$ cat config.mk
export PLATFORM = sky130hd
export DESIGN_NAME = memory_arbiter_flat
export DESIGN_NICKNAME = d
export VERILOG_FILES = /design/src/rtl/memory_arbiter_if.sv /design/src/rtl/memory_arbiter.sv /design/src/flat_wrapper.sv
export SDC_FILE = /design/constraint.sdc
export NUM_CORES = 1
export LEC_CHECK = 0
export CAP_MARGIN = 20
export CORE_MARGIN = 2
export CORE_UTILIZATION = 28
export CTS_CLUSTER_DIAMETER = 120
export CTS_CLUSTER_SIZE = 10
export DETAILED_ROUTE_END_ITERATION = 8
export PLACE_DENSITY = 0.79
export SETUP_SLACK_MARGIN = 0.5
export SLEW_MARGIN = 15
export SYNTH_ARGS = -nofsm -noshare
export SYNTH_HDL_FRONTEND = slang
export SYNTH_SLANG_ARGS = --single-unit
$ cat constraint.sdc
create_clock -name CLK -period 2.8 [get_ports CLK]
set_input_delay 0.28 -clock CLK [delete_from_list [all_inputs] [get_ports CLK]]
set_output_delay 0.28 -clock CLK [all_outputs]
set_load 0.005 [all_outputs]
$ cat src/rtl/memory_arbiter_if.sv
// Bundle of the instruction port, data port and shared RAM port around memory_arbiter.
// slave is the arbiter's view; master is the surrounding requesters and RAM.
interface memory_arbiter_if;
    logic        iREN;
    logic [31:0] iaddr;
    logic        iwait;
    logic [31:0] iload;

    logic        dREN;
    logic        dWEN;
    logic [31:0] daddr;
    logic [31:0] dstore;
    logic        dwait;
    logic [31:0] dload;

    logic        ram_ren;
    logic        ram_wen;
    logic [31:0] ram_addr;
    logic [31:0] ram_store;
    logic        ram_ready;
    logic [31:0] ram_load;

    modport slave (
        input  iREN, iaddr, dREN, dWEN, daddr, dstore, ram_ready, ram_load,
        output iwait, iload, dwait, dload, ram_ren, ram_wen, ram_addr, ram_store
    );

    modport master (
        output iREN, iaddr, dREN, dWEN, daddr, dstore, ram_ready, ram_load,
        input  iwait, iload, dwait, dload, ram_ren, ram_wen, ram_addr, ram_store
    );
endinterface

$ cat src/rtl/memory_arbiter.sv
// Arbitrates one shared RAM between an instruction fetch port and a data port.
// Data normally wins; an instruction left waiting through STARVE_MAX data grants goes next.
module memory_arbiter #(
    parameter int unsigned STARVE_MAX = 4
) (
    input logic             CLK,
    input logic             RST,
    memory_arbiter_if.slave bus
);
    localparam int unsigned   CW         = (STARVE_MAX > 0) ? $clog2(STARVE_MAX + 1) : 1;
    localparam logic [CW-1:0] STARVE_LIM = CW'(STARVE_MAX);

    typedef enum logic [1:0] {
        IDLE,
        IGNT,
        DGNT
    } state_t;

    state_t        state;
    logic [CW-1:0] starve_cnt;
    logic          ren_q;
    logic          wen_q;
    logic [31:0]   addr_q;
    logic [31:0]   store_q;

    logic          data_req;
    logic          starved;
    logic          i_done;
    logic          d_done;

    always_comb begin
        data_req = bus.dREN | bus.dWEN;
        starved  = (starve_cnt == STARVE_LIM) & bus.iREN;
        i_done   = (state == IGNT) & bus.ram_ready;
        d_done   = (state == DGNT) & bus.ram_ready;
    end

    // The RAM-facing registers double as the latched winner fields: loaded on the
    // IDLE->grant edge, held for the whole access, and zeroed on the way back to IDLE.
    always_ff @(posedge CLK) begin
        if (RST) begin
            state      <= IDLE;
            starve_cnt <= '0;
            ren_q      <= 1'b0;
            wen_q      <= 1'b0;
            addr_q     <= '0;
            store_q    <= '0;
        end else begin
            case (state)
                IDLE: begin
                    if (data_req && !starved) begin
                        state   <= DGNT;
                        ren_q   <= ~bus.dWEN;
                        wen_q   <= bus.dWEN;
                        addr_q  <= bus.daddr;
                        store_q <= bus.dstore;
                        if (bus.iREN && (starve_cnt != STARVE_LIM)) begin
                            starve_cnt <= starve_cnt + 1'b1;
                        end
                    end else if (bus.iREN) begin
                        state      <= IGNT;
                        ren_q      <= 1'b1;
                        wen_q      <= 1'b0;
                        addr_q     <= bus.iaddr;
                        store_q    <= '0;
                        starve_cnt <= '0;
                    end
                end
                IGNT, DGNT: begin
                    if (bus.ram_ready) begin
                        state   <= IDLE;
                        ren_q   <= 1'b0;
                        wen_q   <= 1'b0;
                        addr_q  <= '0;
                        store_q <= '0;
                    end
                end
                default: begin
                    state   <= IDLE;
                    ren_q   <= 1'b0;
                    wen_q   <= 1'b0;
                    addr_q  <= '0;
                    store_q <= '0;
                end
            endcase
        end
    end

    always_comb begin
        bus.ram_ren   = ren_q;
        bus.ram_wen   = wen_q;
        bus.ram_addr  = addr_q;
        bus.ram_store = store_q;
        bus.iwait     = bus.iREN & ~i_done;
        bus.dwait     = data_req & ~d_done;
        bus.iload     = i_done ? bus.ram_load : '0;
        bus.dload     = d_done ? bus.ram_load : '0;
    end
endmodule

$ cat src/flat_wrapper.sv
// flat-port wrapper written by rule: the top's interface ports become plain ports
module memory_arbiter_flat 
#(
    parameter int unsigned STARVE_MAX = 4
)
  (CLK, RST, bus_iREN, bus_iaddr, bus_dREN, bus_dWEN, bus_daddr, bus_dstore, bus_ram_ready, bus_ram_load, bus_iwait, bus_iload, bus_dwait, bus_dload, bus_ram_ren, bus_ram_wen, bus_ram_addr, bus_ram_store);
  memory_arbiter_if bus_i ();
  input logic CLK;
  input logic RST;
  input wire logic [$bits(bus_i.iREN)-1:0] bus_iREN;
  input wire logic [$bits(bus_i.iaddr)-1:0] bus_iaddr;
  input wire logic [$bits(bus_i.dREN)-1:0] bus_dREN;
  input wire logic [$bits(bus_i.dWEN)-1:0] bus_dWEN;
  input wire logic [$bits(bus_i.daddr)-1:0] bus_daddr;
  input wire logic [$bits(bus_i.dstore)-1:0] bus_dstore;
  input wire logic [$bits(bus_i.ram_ready)-1:0] bus_ram_ready;
  input wire logic [$bits(bus_i.ram_load)-1:0] bus_ram_load;
  output wire logic [$bits(bus_i.iwait)-1:0] bus_iwait;
  output wire logic [$bits(bus_i.iload)-1:0] bus_iload;
  output wire logic [$bits(bus_i.dwait)-1:0] bus_dwait;
  output wire logic [$bits(bus_i.dload)-1:0] bus_dload;
  output wire logic [$bits(bus_i.ram_ren)-1:0] bus_ram_ren;
  output wire logic [$bits(bus_i.ram_wen)-1:0] bus_ram_wen;
  output wire logic [$bits(bus_i.ram_addr)-1:0] bus_ram_addr;
  output wire logic [$bits(bus_i.ram_store)-1:0] bus_ram_store;
  assign bus_i.iREN = bus_iREN;
  assign bus_i.iaddr = bus_iaddr;
  assign bus_i.dREN = bus_dREN;
  assign bus_i.dWEN = bus_dWEN;
  assign bus_i.daddr = bus_daddr;
  assign bus_i.dstore = bus_dstore;
  assign bus_i.ram_ready = bus_ram_ready;
  assign bus_i.ram_load = bus_ram_load;
  assign bus_iwait = bus_i.iwait;
  assign bus_iload = bus_i.iload;
  assign bus_dwait = bus_i.dwait;
  assign bus_dload = bus_i.dload;
  assign bus_ram_ren = bus_i.ram_ren;
  assign bus_ram_wen = bus_i.ram_wen;
  assign bus_ram_addr = bus_i.ram_addr;
  assign bus_ram_store = bus_i.ram_store;
  memory_arbiter #(.STARVE_MAX(STARVE_MAX)) u_core (.CLK(CLK), .RST(RST), .bus(bus_i));
endmodule
==> flow_metrics.env <==
export IMPL_yosysMostFrequentCell="dfxtp_1"
export IMPL_finalClockSkew_ns=0.0143
export IMPL_vias_per_cell=4.93
export IMPL_crit_chain="clkdlybuf4s50_1 > buf_12 > and3_1 > clkdlybuf4s50_1"
export IMPL_cap_violations=0
export IMPL_area_growth_pct=96.8
export IMPL_crit_arrival_ns=1.92
export IMPL_required_ns=2.52
export IMPL_relSlewSlack_pct=63.5
export IMPL_ir_drop_v=0.000320
export IMPL_start_kind="input port"
export IMPL_synth_area_leader_cell="dfxtp_1"
export IMPL_dr_pass1_iters=4
export IMPL_synth_area_leaders="dfxtp_1, and3_1, a22o_2, o22ai_1, o21ai_0"
export IMPL_rsz0062_at_grt="no"
export IMPL_p_leak_nw=2.49
export IMPL_status="finished clean"
export IMPL_drtIter0Drc=290
export IMPL_synth_cell_types=30
export IMPL_grt_pass1_wl_microns=17700
export IMPL_max_stage_delay_ns=0.66
export IMPL_synthFlopType="dfxtp_1"
export IMPL_clk_latency_ns=0.33
export IMPL_critPathMostFrequentCell="clkdlybuf4s50_1"
export IMPL_slowest_stage="clkdlybuf4s50_1"
export IMPL_die_height_microns=109
export IMPL_fmax_ghz=0.454
export IMPL_core_area_sq_mm=0.0108
export IMPL_grt_max_degree=60
export IMPL_clockBufferDepth=2
export IMPL_ys_seq_area_share_pct=46.1
export IMPL_postCtsSetupBuffers=0
export IMPL_hold_viol_final=0
export IMPL_synth_avg_cell_area_sq_um=8.94
export IMPL_drive_gt1_share_pct=8.31
export IMPL_synth_seq_cells=71
export IMPL_antenna_left=0
export IMPL_cts_tree="yes"
export IMPL_final_fill_count=959
export IMPL_initial_core_util_pct=28.6
export IMPL_critPathKind="in -> out"
export IMPL_synthTopCellsByCount="dfxtp_1, and3_1, nor2_1, o21ai_0, o22ai_1"
export IMPL_critical_path_peak_fanout=59
export IMPL_grt_antenna_before_repair=0
export IMPL_tightest_slew_ns=0.542
export IMPL_num_antenna_cells=0
export IMPL_final_min_clock_period_ns=2.20
export IMPL_vias=3659
export IMPL_fin_setup_tns_ns=0
export IMPL_ctsResizeCount=1
export IMPL_place_congestion=0.839
export IMPL_min_path_type="reg -> reg"
export IMPL_path_clk_slew_ns=0.07
export IMPL_grt_usage_pct=18.8
export IMPL_cts_sinks=71
export IMPL_r2r_setup_slack_ns=0.78
export IMPL_die_width_microns=109
export IMPL_hold_buffers=0
export IMPL_p_per_area_mw_per_mm2=497
export IMPL_yosysWarnings=0
export IMPL_overflow=0
export IMPL_async_reset_ff_share_pct=0
export IMPL_syn_num_nets=484
export IMPL_cts_root_buf="clkbuf_8"
export IMPL_finalSetupViolCount=0
export IMPL_min_period_over_period_pct=78.7
export IMPL_dieArea_sq_mm=0.0119
export IMPL_post_place_ws_ns=0.457
export IMPL_cts_buffers=9
export IMPL_synth_top_area_share_pct=46.1
export IMPL_worst_slack_ns=0.597
export IMPL_place_hpwl_microns=8810
export IMPL_io_buffers=265
export IMPL_syn_inst=345
export IMPL_cts_htree_levels=3
export IMPL_multi_input_area_sq_mm=0.00150
export IMPL_io_pins=266
export IMPL_drt_wl_total_microns=11700
export IMPL_crit_path_end_kind="primary output"
export IMPL_num_rows=38
export IMPL_post_drt_wl_per_cell_microns=15.8
export IMPL_drc=0
export IMPL_slew_violations=0
export IMPL_regArea_sq_mm=0.00142
export IMPL_synth_edff_count=0
export IMPL_nets=736
export IMPL_synth_area_sq_mm=0.00308
export IMPL_grt_pass1_vias=3571
-- worst paths after layout --
kind,from,end,cells after the start
max reg2reg,u_core.state[1]$_SDFFE_PP0P_,u_core.bus.ram_store[23]$_SDFFE_PP0P_,7
max,bus_ram_ready,bus_iload[29],4
min reg2reg,u_core.bus.ram_wen$_SDFFE_PP0P_,u_core.bus.ram_wen$_SDFFE_PP0P_,2
min,u_core.bus.ram_wen$_SDFFE_PP0P_,u_core.bus.ram_wen$_SDFFE_PP0P_,2
-- report_power, final --
group,leakage (nW),internal [mW],switching [mW]
combinational,1.79,0.553,0.359
sequential,0.585,1.13,0.0644
clock,0.111,0.509,0.399
-- stage by stage --
step / util [%] / power [mW] / hold WS, ns / cells / instance area [sq um]
floorplan: - / 1.56 / 0.406 / 345 / 3080
global placement: 54.0 / 2.09 / 0.454 / 726 / 5830
detailed placement: 54.0 / 2.13 / 0.465 / 726 / 5830
CTS: 56.1 / 3.04 / 0.475 / 742 / 6060
global route: 56.2 / 3.18 / 0.503 / 742 / 6070
finish: 56.2 / 3.02 / 0.465 / 742 / 6070
-- cells in the final DEF (no fill, tap or decap) --
cell type	Yosys	routed
a32oi_1	1	1
nor4_4	1	1
a22o_1	11	11
clkbuf_8	0	9
bufinv_16	0	2
or3_1	1	1
a22o_2	21	21
ha_1	5	5
or4b_1	1	1
clkinv_2	0	1
o21ai_0	34	34
nor2b_1	2	2
o2bb2ai_1	1	1
nand2b_1	1	1
clkdlybuf4s50_1	0	265
a21o_1	1	1
nor3_2	1	1
dfxtp_1	71	71
nor2_2	0	1
a2111oi_0	1	1
nor3_1	2	2
buf_4	0	7
o22ai_1	32	32
nand4_1	2	2
nand2_1	4	4
clkbuf_1	26	1
nor2_1	36	35
a21oi_2	1	2
and3_1	64	64
inv_1	5	5
a21oi_1	9	8
nand3_1	2	2
clkinv_4	0	1
buf_12	0	1
a21boi_0	1	1
nand3b_1	1	1
buf_6	3	1
inv_6	0	2
-- logic make-up after synthesis --
logic type               share of synthesized area [%]
flip-flops                                        46.1
adder cells (fa/ha/maj)                           2.03
AND/OR/NAND/NOR                                   21.3
buffers and inverters                             5.52
AO/OA/AOI/OAI                                     25.0
-- metal layers --
metal	up-vias	share of wire (%)	GRT usage, %
met2	161	50	32.2
met5	-	0	0
met4	0	1.7	6.32
li1	1780	-	-
met3	16	9.2	5.92
met1	1702	39	22.3
-- state kept, by name (all words and copies together), names as in the netlist --
register	flops
u_core.bus.ram_addr	32
u_core.bus.ram_ren	1
u_core.bus.ram_store	32
u_core.bus.ram_wen	1
u_core.starve_cnt	3
u_core.state	2
-- critical path, delay by kind of cell --
| kind | cells | cell delay (ns) |
|---|---|---|
| buffers and inverters | 3 | 1.42 |
| AND/OR/NAND/NOR | 1 | 0.22 |
-- layout make-up --
cell class	instances	share of cell area (%)
Timing Repair Buffer	274	45.1
Multi-Input combinational cell	236	24.7
Sequential cell	71	23.4
Tap cell	140	2.89
Clock buffer	10	2.10
Clock inverter	6	1.51
Inverter	5	0.309
Note: power is estimated with default switching activity, not from simulation.
